### config.mk
export PLATFORM = sky130hd
export DESIGN_NAME = div16u8u_seq
export DESIGN_NICKNAME = d
export VERILOG_FILES = /design/src/rtl/div16u8u_seq_pkg.sv /design/src/rtl/div16u8u_seq_restore_step.sv /design/src/rtl/div16u8u_seq.sv
export SDC_FILE = /design/constraint.sdc
export NUM_CORES = 1
export LEC_CHECK = 0
export BUFFER_PORTS_ARGS = -buffer_cell sky130_fd_sc_hd__buf_2
export CAP_MARGIN = 0
export CORE_MARGIN = 2
export CORE_UTILIZATION = 40
export DETAILED_ROUTE_END_ITERATION = 12
export HOLD_SLACK_MARGIN = 0.12
export PLACE_DENSITY_LB_ADDON = 0.05
export SYNTH_ARGS = -nofsm -noshare
export SYNTH_HDL_FRONTEND = slang
export SYNTH_SLANG_ARGS = --single-unit
### constraint.sdc
create_clock -name clk -period 2.4 [get_ports clk]
set_input_delay 0.12 -clock clk [delete_from_list [all_inputs] [get_ports clk]]
set_output_delay 0.12 -clock clk [all_outputs]
set_load 0.01 [all_outputs]
### src/rtl/div16u8u_seq_pkg.sv
// div_pkg: shared definitions for the sequential restoring divider.
//   - FSM state encoding (IDLE / BUSY / DONE) as plain 2-bit constants
//   - cnt_width(): width of the iteration counter for a given operand width
package div_pkg;

    typedef logic [1:0] state_t;

    localparam state_t ST_IDLE = 2'd0;
    localparam state_t ST_BUSY = 2'd1;
    localparam state_t ST_DONE = 2'd2;

    // Counter must index iterations 0..W-1; keep at least one bit for W=1.
    function automatic int unsigned cnt_width(input int unsigned w);
        if (w > 32'd1) begin
            return $clog2(w);
        end else begin
            return 32'd1;
        end
    endfunction

endpackage

### src/rtl/div16u8u_seq_restore_step.sv
// div_restore_step: one combinational restoring-division step.
//   rem_i  [W-1:0]  current partial remainder (always < div_i)
//   bit_i           next dividend bit shifted in at the LSB
//   div_i  [W-1:0]  divisor
//   rem_o  [W-1:0]  next partial remainder
//   q_o             quotient bit produced by this step
module div_restore_step #(
    parameter int unsigned W = 8
) (
    input  logic [W-1:0] rem_i,
    input  logic         bit_i,
    input  logic [W-1:0] div_i,
    output logic [W-1:0] rem_o,
    output logic         q_o
);

    logic [W:0]   trial_s;
    logic [W-1:0] diff_s;

    assign trial_s = {rem_i, bit_i};
    // The true difference is below 2^W whenever it is kept, so the low W bits
    // of a modular subtraction are exact.
    assign diff_s  = trial_s[W-1:0] - div_i;

    // Restore (keep the trial value) when the divisor does not fit.
    always_comb begin
        if (trial_s >= {1'b0, div_i}) begin
            rem_o = diff_s;
            q_o   = 1'b1;
        end else begin
            rem_o = trial_s[W-1:0];
            q_o   = 1'b0;
        end
    end

endmodule

### src/rtl/div16u8u_seq.sv
// div16u8u_seq: sequential unsigned divider, 2W-bit dividend / W-bit divisor,
// one quotient bit per clock, behind valid/ready handshakes.
//   clk, rst_n            clock, asynchronous active-low reset
//   in_valid / in_ready   operand handshake (A: 2W bits, B: W bits)
//   out_valid / out_ready result handshake
//   Q, R                  quotient and remainder (W bits each)
//   ovf                   quotient does not fit in W bits (includes B==0)
//   dz                    divisor was zero
module div16u8u_seq
    import div_pkg::*;
#(
    parameter int unsigned W = 8
) (
    input  logic           clk,
    input  logic           rst_n,
    input  logic           in_valid,
    output logic           in_ready,
    input  logic [2*W-1:0] A,
    input  logic [W-1:0]   B,
    output logic           out_valid,
    input  logic           out_ready,
    output logic [W-1:0]   Q,
    output logic [W-1:0]   R,
    output logic           ovf,
    output logic           dz
);

    localparam int unsigned CW = cnt_width(W);
    localparam logic [CW-1:0] CNT_LAST = CW'(W - 1);

    state_t        state_q,     state_d;
    logic [CW-1:0] cnt_q,       cnt_d;
    logic [W-1:0]  rem_q,       rem_d;
    logic [W-1:0]  dvd_q,       dvd_d;
    logic [W-1:0]  div_q,       div_d;
    logic [W-1:0]  quo_q,       quo_d;
    logic          ovf_q,       ovf_d;
    logic          dz_q,        dz_d;
    logic          in_ready_q,  in_ready_d;
    logic          out_valid_q, out_valid_d;

    logic [W-1:0]  step_rem_s;
    logic          step_q_s;
    logic [W-1:0]  a_hi_s;
    logic [W-1:0]  a_lo_s;

    assign a_hi_s = A[2*W-1:W];
    assign a_lo_s = A[W-1:0];

    div_restore_step #(.W(W)) u_step (
        .rem_i (rem_q),
        .bit_i (dvd_q[W-1]),
        .div_i (div_q),
        .rem_o (step_rem_s),
        .q_o   (step_q_s)
    );

    // Next-state logic: accept + error check, iteration, result handshake.
    always_comb begin
        state_d     = state_q;
        cnt_d       = cnt_q;
        rem_d       = rem_q;
        dvd_d       = dvd_q;
        div_d       = div_q;
        quo_d       = quo_q;
        ovf_d       = ovf_q;
        dz_d        = dz_q;
        in_ready_d  = in_ready_q;
        out_valid_d = out_valid_q;

        case (state_q)
            ST_IDLE: begin
                if (in_valid) begin
                    div_d      = B;
                    cnt_d      = '0;
                    in_ready_d = 1'b0;
                    if (B == {W{1'b0}}) begin
                        state_d     = ST_DONE;
                        quo_d       = {W{1'b1}};
                        rem_d       = a_lo_s;
                        ovf_d       = 1'b1;
                        dz_d        = 1'b1;
                        out_valid_d = 1'b1;
                    end else if (a_hi_s >= B) begin
                        state_d     = ST_DONE;
                        quo_d       = {W{1'b1}};
                        rem_d       = {W{1'b0}};
                        ovf_d       = 1'b1;
                        dz_d        = 1'b0;
                        out_valid_d = 1'b1;
                    end else begin
                        state_d = ST_BUSY;
                        rem_d   = a_hi_s;
                        dvd_d   = a_lo_s;
                        quo_d   = {W{1'b0}};
                        ovf_d   = 1'b0;
                        dz_d    = 1'b0;
                    end
                end else begin
                    state_d = ST_IDLE;
                end
            end
            ST_BUSY: begin
                rem_d = step_rem_s;
                dvd_d = {dvd_q[W-2:0], 1'b0};
                quo_d = {quo_q[W-2:0], step_q_s};
                if (cnt_q == CNT_LAST) begin
                    cnt_d       = '0;
                    state_d     = ST_DONE;
                    out_valid_d = 1'b1;
                end else begin
                    cnt_d = cnt_q + {{(CW-1){1'b0}}, 1'b1};
                end
            end
            ST_DONE: begin
                if (out_ready) begin
                    state_d     = ST_IDLE;
                    out_valid_d = 1'b0;
                    in_ready_d  = 1'b1;
                end else begin
                    state_d = ST_DONE;
                end
            end
            default: begin
                state_d     = ST_IDLE;
                cnt_d       = '0;
                in_ready_d  = 1'b1;
                out_valid_d = 1'b0;
            end
        endcase
    end

    // State and datapath registers; reset discards any operation in flight.
    always_ff @(posedge clk or negedge rst_n) begin
        if (!rst_n) begin
            state_q     <= ST_IDLE;
            cnt_q       <= '0;
            rem_q       <= '0;
            dvd_q       <= '0;
            div_q       <= '0;
            quo_q       <= '0;
            ovf_q       <= 1'b0;
            dz_q        <= 1'b0;
            in_ready_q  <= 1'b1;
            out_valid_q <= 1'b0;
        end else begin
            state_q     <= state_d;
            cnt_q       <= cnt_d;
            rem_q       <= rem_d;
            dvd_q       <= dvd_d;
            div_q       <= div_d;
            quo_q       <= quo_d;
            ovf_q       <= ovf_d;
            dz_q        <= dz_d;
            in_ready_q  <= in_ready_d;
            out_valid_q <= out_valid_d;
        end
    end

    assign in_ready  = in_ready_q;
    assign out_valid = out_valid_q;
    assign Q         = quo_q;
    assign R         = rem_q;
    assign ovf       = ovf_q;
    assign dz        = dz_q;

endmodule
==> flow_summary.toml <==
[clock_network]
cts.root.buffer_cell = "sky130_fd_sc_hd__clkbuf_8"
clk_pin_slew_ns = 0.09
ctsHtreeMaxLevel = 2
cts_tree = "built"
clock_insertion_delay_worst_skew_ns = 0.30
maximum_buffer_depth_of_the_clock_tree = 2
cts_made_buffers = 5
clock-sinks = 41

[global_route]
via_count_of_the_first_global_routing_pass = 2075
grt_start_max_net_pins = 42
grt_antenna_before_repair = 0
grt_first_pass_wirelength_mm = 10.7
grt_use_total_pct = 19.3
grt-ovfl-total = 0

[route]
avgRoutedWirePerCell_um = 15.6
vias = 2183
ant_nets = 0
drtPass1Iterations = 6
detailedRoute.firstIterationViolations = 108
remaining_drc_errors = 0
post_drt_via_cell_ratio = 5.17
routed_wl_mm = 6.60

[place]
io_buffers = 47
dp_hpwl_mm = 4.72
post-place-ws_ns = 0.175
gp_congestion = 0.855

[timing]
final.setup.tns_ns = 0
hold_slack_ns = 0.126
worst_slew_slack_as_a_fraction_of_its_limit_pct = 36.6
clock_skew_after_layout_ns = 0.00483
finalHoldViolations = 0
timing.final.crit_share_pct = 96.3
setup_viol_count_final = 0
grt_setup_unrepaired = "no"
max_clock_freq_ghz = 0.433
finalCriticalPeriod_ns = 2.31
drv_slew = 0
post-route-worst-setup-slack_ns = 0.0880
worst_pin_slew_ns = 0.950

[cells_and_area]
flow.area_growth_from_synthesis_pct = 26.0
mostFrequentLayoutCells = "47 x sky130_fd_sc_hd__buf_2, 40 x sky130_fd_sc_hd__dfrtp_1, 31 x sky130_fd_sc_hd__nor2_1"
register_area_um2 = 1030
post_route_cells_drive_above_1_share_pct = 27.0
layout.nets = 391
num-fill-cells = 611
mostFrequentLayoutCell = "sky130_fd_sc_hd__buf_2"
combined_area_of_the_multi_input_logic_cells_um2 = 1400
insertedDiodeCount = 0

[worst_setup_path]
worst_path_most_repeated_cell = "sky130_fd_sc_hd__buf_4"
critical_path.startpoint_type = "input pin"
worst_setup_path_end_kind = "flop"
critPathBufInv = 4
worst-setup-path-type = "input pin to flop"
cp_slowest_cell = "sky130_fd_sc_hd__or4_4"
critical_path.top_delay_family = "buffers and inverters"
worst_path_largest_cell_delay_ns = 0.58
crit_path_cell_trace = "dlygate4sd3_1 > buf_2 > or4_4 > nor2_8 > a211oi_4 > buf_4 > buf_4 > a221oi_1 > o21ai_1 > a21o_1"
required_time_worst_endpoint_ns = 2.59
maximum_fanout_count_along_the_critical_path = 6
ff2ff_setup_slack_ns = 0.34
worst-endpoint-arrival_ns = 2.50

[synth]
ys_seq_area_share_pct = 40.3
ys.warnings.count = 0
synth_nets = 319
post_synth_instance_area_um2 = 2550
synthArstFlopShare_pct = 100
synth_flop_cell = "sky130_fd_sc_hd__dfrtp_1"
netlist-cell-type-count = 54
synth-seq-cells = 41
synth_cells = 272
synth_edf_count = 0
synth_area_per_cell_um2 = 9.37

[hold_path]
worst_hold_path_type = "input pin to flop"

[floorplanning]
initial_utilization_pct = 40.8
die-area_um2 = 7020
chipWidth_um = 83.8
num_io_pins = 48
chipHeight_um = 83.8
fp.coreArea_um2 = 6240
row_count = 29

[run]
maxCapViolCount = 0

[outcome]
status = "complete, no violations"

[pwr]
post-layout-total-power_w = 0.00473
powerDensity_nw_per_um2 = 1470
vdd_ir_drop_max_mv = 0.689
static_leakage_nw = 1.56
per-layer routing:
metal  vias up  global-route usage, %  wire (um)
met5         -                      0          0
met4         0                   5.28         79
met3         5                   3.07        230
met2        45                   28.7       2860
met1      1024                   29.1       3420
li1       1109                      -          -
kinds of logic after synthesis:
logic type | count (synthesis) | synth area share (%)
simple gates | 86 | 16.7
compound gates | 82 | 23.1
buf+inv | 32 | 5.70
mux | 9 | 3.59
fa+ha+maj | 19 | 9.63
xor+xnor | 3 | 1.03
flops | 41 | 40.3
worst reg2reg max path, delay by kind of cell, from the launching register on:
| family | cells | cell delay [ns] |
|---|---|---|
| adder cells (fa/ha/maj) | 1 | 0.40 |
| AO/OA/AOI/OAI | 3 | 0.58 |
| flip-flops | 1 | 0.43 |
| multiplexers | 1 | 0.18 |
| AND/OR/NAND/NOR | 1 | 0.14 |
| buffers and inverters | 1 | 0.21 |
area by class of cell:
class                      count  share of cell area, %
inverter                      21                   2.46
sequential                    41                   32.0
clock buffer                   6                   2.57
tap                           77                   3.00
clock inverter                 2                   1.17
multi-input combinational    200                   43.5
timing repair buffer          75                   15.3
cell usage after synthesis (2+ instances only):
cell type | instances | area share (%)
sky130_fd_sc_hd__a222oi_1 | 4 | 1.6
sky130_fd_sc_hd__o22a_1 | 2 | 0.69
sky130_fd_sc_hd__a21o_1 | 3 | 0.88
sky130_fd_sc_hd__o21ai_1 | 5 | 0.98
sky130_fd_sc_hd__nor3_1 | 4 | 0.79
sky130_fd_sc_hd__or2_2 | 2 | 0.49
sky130_fd_sc_hd__nor2_1 | 31 | 4.6
sky130_fd_sc_hd__a21oi_1 | 14 | 2.8
sky130_fd_sc_hd__buf_6 | 2 | 0.88
sky130_fd_sc_hd__buf_2 | 5 | 0.98
sky130_fd_sc_hd__o21ai_0 | 19 | 3.7
sky130_fd_sc_hd__dfrtp_1 | 40 | 39
sky130_fd_sc_hd__nand2b_1 | 2 | 0.49
sky130_fd_sc_hd__a31oi_1 | 3 | 0.74
sky130_fd_sc_hd__nand2_1 | 25 | 3.7
sky130_fd_sc_hd__xor2_1 | 2 | 0.69
sky130_fd_sc_hd__o21a_1 | 2 | 0.59
sky130_fd_sc_hd__clkbuf_1 | 3 | 0.44
sky130_fd_sc_hd__a21oi_2 | 5 | 1.7
sky130_fd_sc_hd__mux2i_1 | 8 | 3.1
sky130_fd_sc_hd__nor2b_1 | 7 | 1.7
sky130_fd_sc_hd__o21ai_2 | 5 | 1.7
sky130_fd_sc_hd__a211oi_1 | 3 | 0.88
sky130_fd_sc_hd__nand3_1 | 6 | 1.2
sky130_fd_sc_hd__a22o_1 | 2 | 0.69
sky130_fd_sc_hd__inv_1 | 21 | 3.1
sky130_fd_sc_hd__a221oi_1 | 2 | 0.69
sky130_fd_sc_hd__or4_4 | 2 | 0.88
sky130_fd_sc_hd__ha_1 | 18 | 8.8
through the flow:
step	instances	area, um^2	utilization, %
finish	422	3210	51.4
global route	422	3210	51.4
CTS	417	3160	50.6
detailed placement	391	2860	45.8
global placement	391	2860	45.8
floorplan	272	2550	-
repair_timing:
action                                  CTS  global route
hold endpoints to repair                 55             0
endpoints found under the setup margin    0            20
hold buffers                             18             0
gates resized for setup                   0             3
setup buffers                             0             4
path summary, 6_finish.rpt:
path	end	depth (start not counted)	from
setup / recovery	R[6]	10	B[5]
hold / removal	dvd_q[4]	3	A[4]
setup reg to reg	R[3]	7	R[3]
hold reg to reg	dz	1	dz
max in group asynchronous	Q[5]	2	rst_n
min in group asynchronous	div_q[7]	2	rst_n
report_power, final:
group          internal, W  switching (W)  total, W
Sequential         0.00105       0.000272   0.00132
Clock             0.000338       0.000258  0.000597
Combinational      0.00122        0.00158   0.00281
Total              0.00261        0.00211   0.00473
state kept, by name (all words and copies together) (netlist names):
name,cells
state_q,2
ovf,1
div_q,8
dvd_q,8
cnt_q,3
in_ready,1
dz,1
out_valid,1
Q,8
R,8
Note: power is estimated with default switching activity, not from simulation.
